===== config.mk =====
export PLATFORM = sky130hd
export DESIGN_NAME = note_tone_gen
export DESIGN_NICKNAME = d
export VERILOG_FILES = /design/src/rtl/note_tone_gen.sv
export SDC_FILE = /design/constraint.sdc
export NUM_CORES = 1
export LEC_CHECK = 0
export BUFFER_PORTS_ARGS = -buffer_cell sky130_fd_sc_hd__buf_2
export CAP_MARGIN = 0
export CORE_MARGIN = 3
export CORE_UTILIZATION = 40
export DETAILED_ROUTE_END_ITERATION = 10
export PLACE_DENSITY_LB_ADDON = 0.25
export SYNTH_ARGS = -nofsm -noshare
export SYNTH_HDL_FRONTEND = slang
export SYNTH_SLANG_ARGS = --single-unit

===== constraint.sdc =====
create_clock -name CLK -period 12.6 [get_ports CLK]
set_input_delay 1.26 -clock CLK [delete_from_list [all_inputs] [get_ports CLK]]
set_output_delay 1.26 -clock CLK [all_outputs]
set_load 0.01 [all_outputs]

===== src/rtl/note_tone_gen.sv =====
// Square-wave note generator for the piano speaker: synchronises note codes from the
// beat domain and toggles the speaker pin only at half-period boundaries.
module note_tone_gen #(
  parameter int DIV_SHIFT = 0
) (
  input  logic       CLK,
  input  logic       RESET,
  input  logic       MUTE,
  input  logic [3:0] note_in,
  output logic       tone_out,
  output logic       playing,
  output logic [3:0] cur_note
);

  // state | meaning
  // IDLE  | silent, waiting for a valid synchronised note code
  // TONE  | square wave running at the pitch of cur_note
  typedef enum logic {IDLE, TONE} state_t;

  state_t      state_q;
  logic [3:0]  s1_q, s2_q, note_q;
  logic [3:0]  cur_note_q;
  logic [17:0] cnt_q;
  logic        tone_q, playing_q;

  logic [17:0] half_d;
  logic [17:0] cnt_d;
  logic        note_valid;
  logic        terminal;

  function automatic logic [17:0] half_of(input logic [3:0] code);
    logic [17:0] base;
    logic [17:0] h;
    case (code)
      4'd1:    base = 18'd191109;
      4'd2:    base = 18'd170262;
      4'd3:    base = 18'd151685;
      4'd4:    base = 18'd143172;
      4'd5:    base = 18'd127551;
      4'd6:    base = 18'd113636;
      4'd7:    base = 18'd101239;
      4'd8:    base = 18'd95557;
      default: base = 18'd0;
    endcase
    h = base >> DIV_SHIFT;
    if (h < 18'd2) h = 18'd2;
    return h;
  endfunction

  assign half_d     = half_of(cur_note_q);
  assign cnt_d      = cnt_q + 18'd1;
  assign note_valid = (note_q >= 4'd1) && (note_q <= 4'd8);
  assign terminal   = (cnt_q == (half_d - 18'd1));

  always_ff @(posedge CLK) begin
    if (RESET) begin
      s1_q       <= 4'd0;
      s2_q       <= 4'd0;
      note_q     <= 4'd0;
      state_q    <= IDLE;
      cur_note_q <= 4'd0;
      cnt_q      <= 18'd0;
      tone_q     <= 1'b0;
      playing_q  <= 1'b0;
    end else begin
      // Mute also flushes the synchroniser, so a held note restarts with full filter latency.
      if (MUTE) begin
        s1_q   <= 4'd0;
        s2_q   <= 4'd0;
        note_q <= 4'd0;
      end else begin
        s1_q <= note_in;
        s2_q <= s1_q;
        if (s1_q == s2_q) note_q <= s2_q;
      end

      if (MUTE) begin
        state_q    <= IDLE;
        cur_note_q <= 4'd0;
        cnt_q      <= 18'd0;
        tone_q     <= 1'b0;
        playing_q  <= 1'b0;
      end else begin
        case (state_q)
          IDLE: begin
            if (note_valid) begin
              state_q    <= TONE;
              cur_note_q <= note_q;
              cnt_q      <= 18'd0;
              tone_q     <= 1'b1;
              playing_q  <= 1'b1;
            end
          end
          TONE: begin
            if (!terminal) begin
              cnt_q <= cnt_d;
            end else if (note_valid) begin
              cur_note_q <= note_q;
              cnt_q      <= 18'd0;
              tone_q     <= ~tone_q;
            end else begin
              state_q    <= IDLE;
              cur_note_q <= 4'd0;
              cnt_q      <= 18'd0;
              tone_q     <= 1'b0;
              playing_q  <= 1'b0;
            end
          end
          default: state_q <= IDLE;
        endcase
      end
    end
  end

  assign tone_out = tone_q;
  assign playing  = playing_q;
  assign cur_note = cur_note_q;

endmodule


==> impl_metrics.py <==
metrics = {
    "run_status": {
        "status": "complete, no violations",
    },
    "synthesis": {
        "ys_types": 71,
        "synth_area_sq_um": 3070,
        "synth.net_count": 368,
        "synth_top_family_by_area": "simple AND/OR/NAND/NOR gates",
        "yosys_warnings": 0,
        "synthMuxAreaShare_pct": 1.63,
        "synth_top_flop_cell": "dfxtp_1",
        "synth-edff-count": 0,
        "synthArstFlopShare_pct": 0,
        "synth-simple-area-share_pct": 30.9,
        "ys_ff_latch": 54,
        "yosys-top-cells-count": "54 x dfxtp_1, 47 x nor2_1, 21 x nand2_1, 21 x xnor2_1, 20 x xor2_1",
        "synthAdderAreaFrac_pct": 3.67,
        "synth_compound_area_share_pct": 13.6,
        "syn_area_per_cell_sq_um": 8.72,
        "yosys.area.top_type": "dfxtp_1",
        "yosysMostFrequentCell": "dfxtp_1",
        "ys_seq_area_share_pct": 35.2,
        "synth.area.top_cells": "dfxtp_1 35%, xnor2_1 6.0%, nor2_1 5.7%",
        "synthCells": 352,
        "yosysTopAreaCellShare_pct": 35.2,
        "synth-xor-area-share_pct": 11.7,
    },
    "place": {
        "dpl.cell_count": 450,
        "numPortBuffers": 12,
        "gp_congestion": 0.889,
        "hpwl_microns": 5240,
    },
    "flow_run": {
        "cap_violations": 0,
    },
    "clocking": {
        "cts-root-buf": "clkbuf_8",
        "cts_setup_buffers": 0,
        "h-tree-depth": 2,
        "post_cts_resized": 0,
        "cts_buffers": 5,
        "insertion_delay_ps": 320,
        "ctsHoldBuffers": 0,
        "clk_pin_slew_ps": 110,
        "clock-sinks": 54,
        "clockBufferDepth": 2,
        "cts_tree": "done",
    },
    "floorplanning": {
        "die_w_microns": 93.6,
        "start_util_pct": 41.9,
        "die-area_sq_um": 8760,
        "num_io_pins": 13,
        "die_h_microns": 93.6,
        "core-area_sq_um": 7330,
        "num_rows": 31,
    },
    "detailed_routing": {
        "drt_pass1_iterations": 4,
        "wl_met2_microns": 3130,
        "drt_wl_total_microns": 6820,
        "drtIter0Drc": 105,
        "final_antenna_net_count": 0,
        "drc": 0,
        "avgRoutedWirePerCell_microns": 14.9,
        "num_vias": 2509,
        "via_per_inst": 5.48,
        "wl_met3_microns": 259,
        "highest_layer": "met4",
        "wl_met1_microns": 3320,
    },
    "pwr": {
        "p_int_w": 0.000218,
        "power_density_nw_per_um2": 88.2,
        "switching_share_pct": 24.5,
        "p_leak_nw": 1.31,
        "p_seq_share_pct": 59.6,
        "p_clk_share_pct": 35.6,
        "p_sw_w": 0.0000709,
        "combPwrFrac_pct": 4.8,
        "ir_worst_vdd_v": 0.0000419,
    },
    "sta": {
        "drv_slew": 0,
        "worst_pin_slew_ps": 1110,
        "fmax_ghz": 0.192,
        "final.min_clock_period_ps": 5200,
        "setup_viol": 0,
        "fin_tns_setup_ps": 0,
        "fin_crit_sh_pct": 41.2,
        "skew_ps": 14.7,
        "hold_viol_final": 0,
        "hold_slack_ps": 472,
        "slew_headroom_pct": 25.7,
        "rsz0062_at_grt": "no",
    },
    "worst_setup_path": {
        "cp.arrival_ps": 5380,
        "path_cells": "or3_4, or3_1, o31ai_1, ha_1, or4b_4, or3_1, o31ai_2, and4bb_2, and4b_1, nor2_1, o21ai_1, nand2_1, ha_1, inv_1, nor2_1, nand4_2, o221ai_1",
        "start_kind": "flip-flop",
        "crit_buf_inv": 1,
        "ff2ff_path_depth": 17,
        "r2r_setup_slack_ps": 7400,
        "cp.required_ps": 12780,
        "cp_max_fo": 7,
        "cpPeakStageDelay_ps": 520,
        "cp_top_family": "simple AND/OR/NAND/NOR gates",
        "crit_type": "reg -> reg",
        "endpoint_kind": "flip-flop",
        "crit_path_top_delay_cell": "or4b_4",
    },
    "global_routing": {
        "grt_max_degree": 20,
        "grt_pass1_vias": 2290,
        "grt_first_pass_wirelength_microns": 11300,
        "grt_use_total_pct": 16.2,
        "antenna_found_initial": 0,
        "grt_overflow": 0,
    },
    "finish": {
        "fin_cells": 458,
        "nets": 374,
        "drive_gt1_share_pct": 10.3,
        "area_growth_pct": 6.89,
        "diodes": 0,
        "utilization_pct": 44.8,
    },
    "hold_path": {
        "min_from": "tone_out",
        "hold_class": "reg -> reg",
        "min_to": "tone_out",
        "min_path_cells": 2,
    },
}
==> layer usage <==
layer	GRT usage, %	up-vias
li1	-	1269
met1	21.6	1175
met2	26.5	56
met3	2.65	9
met4	5.42	0
met5	0	-
==> layout by cell type, fill, tap and decap left out, types with 2 or more instances in the layout <==
master    count
a211oi_1      3
a21oi_1       9
and2_1       10
and3_1        6
buf_2        12
clkbuf_8      5
dfxtp_1      54
ha_1          9
inv_1         9
inv_6         2
mux2i_1       5
nand2_1      21
nand2b_1      2
nand3_1      15
nand3b_1      3
nand4_1       5
nand4b_1      3
nor2_1       47
nor2b_1       5
nor3_1       12
nor3b_1       3
nor4_1        6
nor4b_1       6
o211a_1       2
o211ai_1      4
o21ai_0       3
o21ai_1       3
o21ai_2       2
o31a_1        2
o31ai_1       2
or3_1         9
xnor2_1      21
xor2_1       20
==> layout make-up <==
class | count | area (sq um)
Clock buffer | 5 | 68.8
Clock inverter | 3 | 26.3
Fill cell | 736 | 4050
Inverter | 9 | 33.8
Multi-Input combinational cell | 276 | 1890
Sequential cell | 54 | 1080
Tap cell | 99 | 124
Timing Repair Buffer | 12 | 60.1
==> cells by family (layout without fill, tap and decap cells) <==
| logic type | count (synthesis) | after routing |
|---|---|---|
| AO/OA/AOI/OAI | 53 | 53 |
| XOR/XNOR | 41 | 41 |
| adder cells (fa/ha/maj) | 9 | 9 |
| buffers and inverters | 22 | 29 |
| flip-flops | 54 | 54 |
| multiplexers | 5 | 5 |
| AND/OR/NAND/NOR | 168 | 168 |
==> per-stage QoR <==
step	instance area [sq um]	total power, W	setup WS, ps
after global placement	3190	0.000190	7570
after floorplan	3070	0.000187	7980
after CTS	3280	0.000294	7370
after detailed placement	3190	0.000191	7380
after global routing	3280	0.000303	7030
final	3280	0.000289	7400
==> worst reg2reg max path: cells and delay by family, from the launching register on <==
kind / cells / cell delay (ps)
adder cells (fa/ha/maj): 2 / 630
buffers and inverters: 1 / 110
flip-flops: 1 / 360
AND/OR/NAND/NOR: 10 / 2860
AO/OA/AOI/OAI: 4 / 1120
==> power groups by stage <==
stage | Clock (W) | Sequential, W | Combinational, W
global route | 0.000115 | 0.000173 | 0.0000156
detailed placement | 0 | 0.000176 | 0.0000142
finish | 0.000103 | 0.000172 | 0.0000139
CTS | 0.000107 | 0.000172 | 0.0000142
floorplan | 0 | 0.000176 | 0.0000109
global placement | 0 | 0.000176 | 0.0000139
==> how the worst max path moves through the flow <==
stage          cells past startpoint       from   endpoint  slack [ps]
2_1_floorplan                     17  flip-flop  flip-flop        7980
3_3_place_gp                      17  flip-flop  flip-flop        7570
3_5_place_dp                      17  flip-flop  flip-flop        7380
4_1_cts                           17  flip-flop  flip-flop        7370
5_1_grt                           16  flip-flop  flip-flop        7030
6_report                          17  flip-flop  flip-flop        7400
Power figures use the tool's default switching activity.
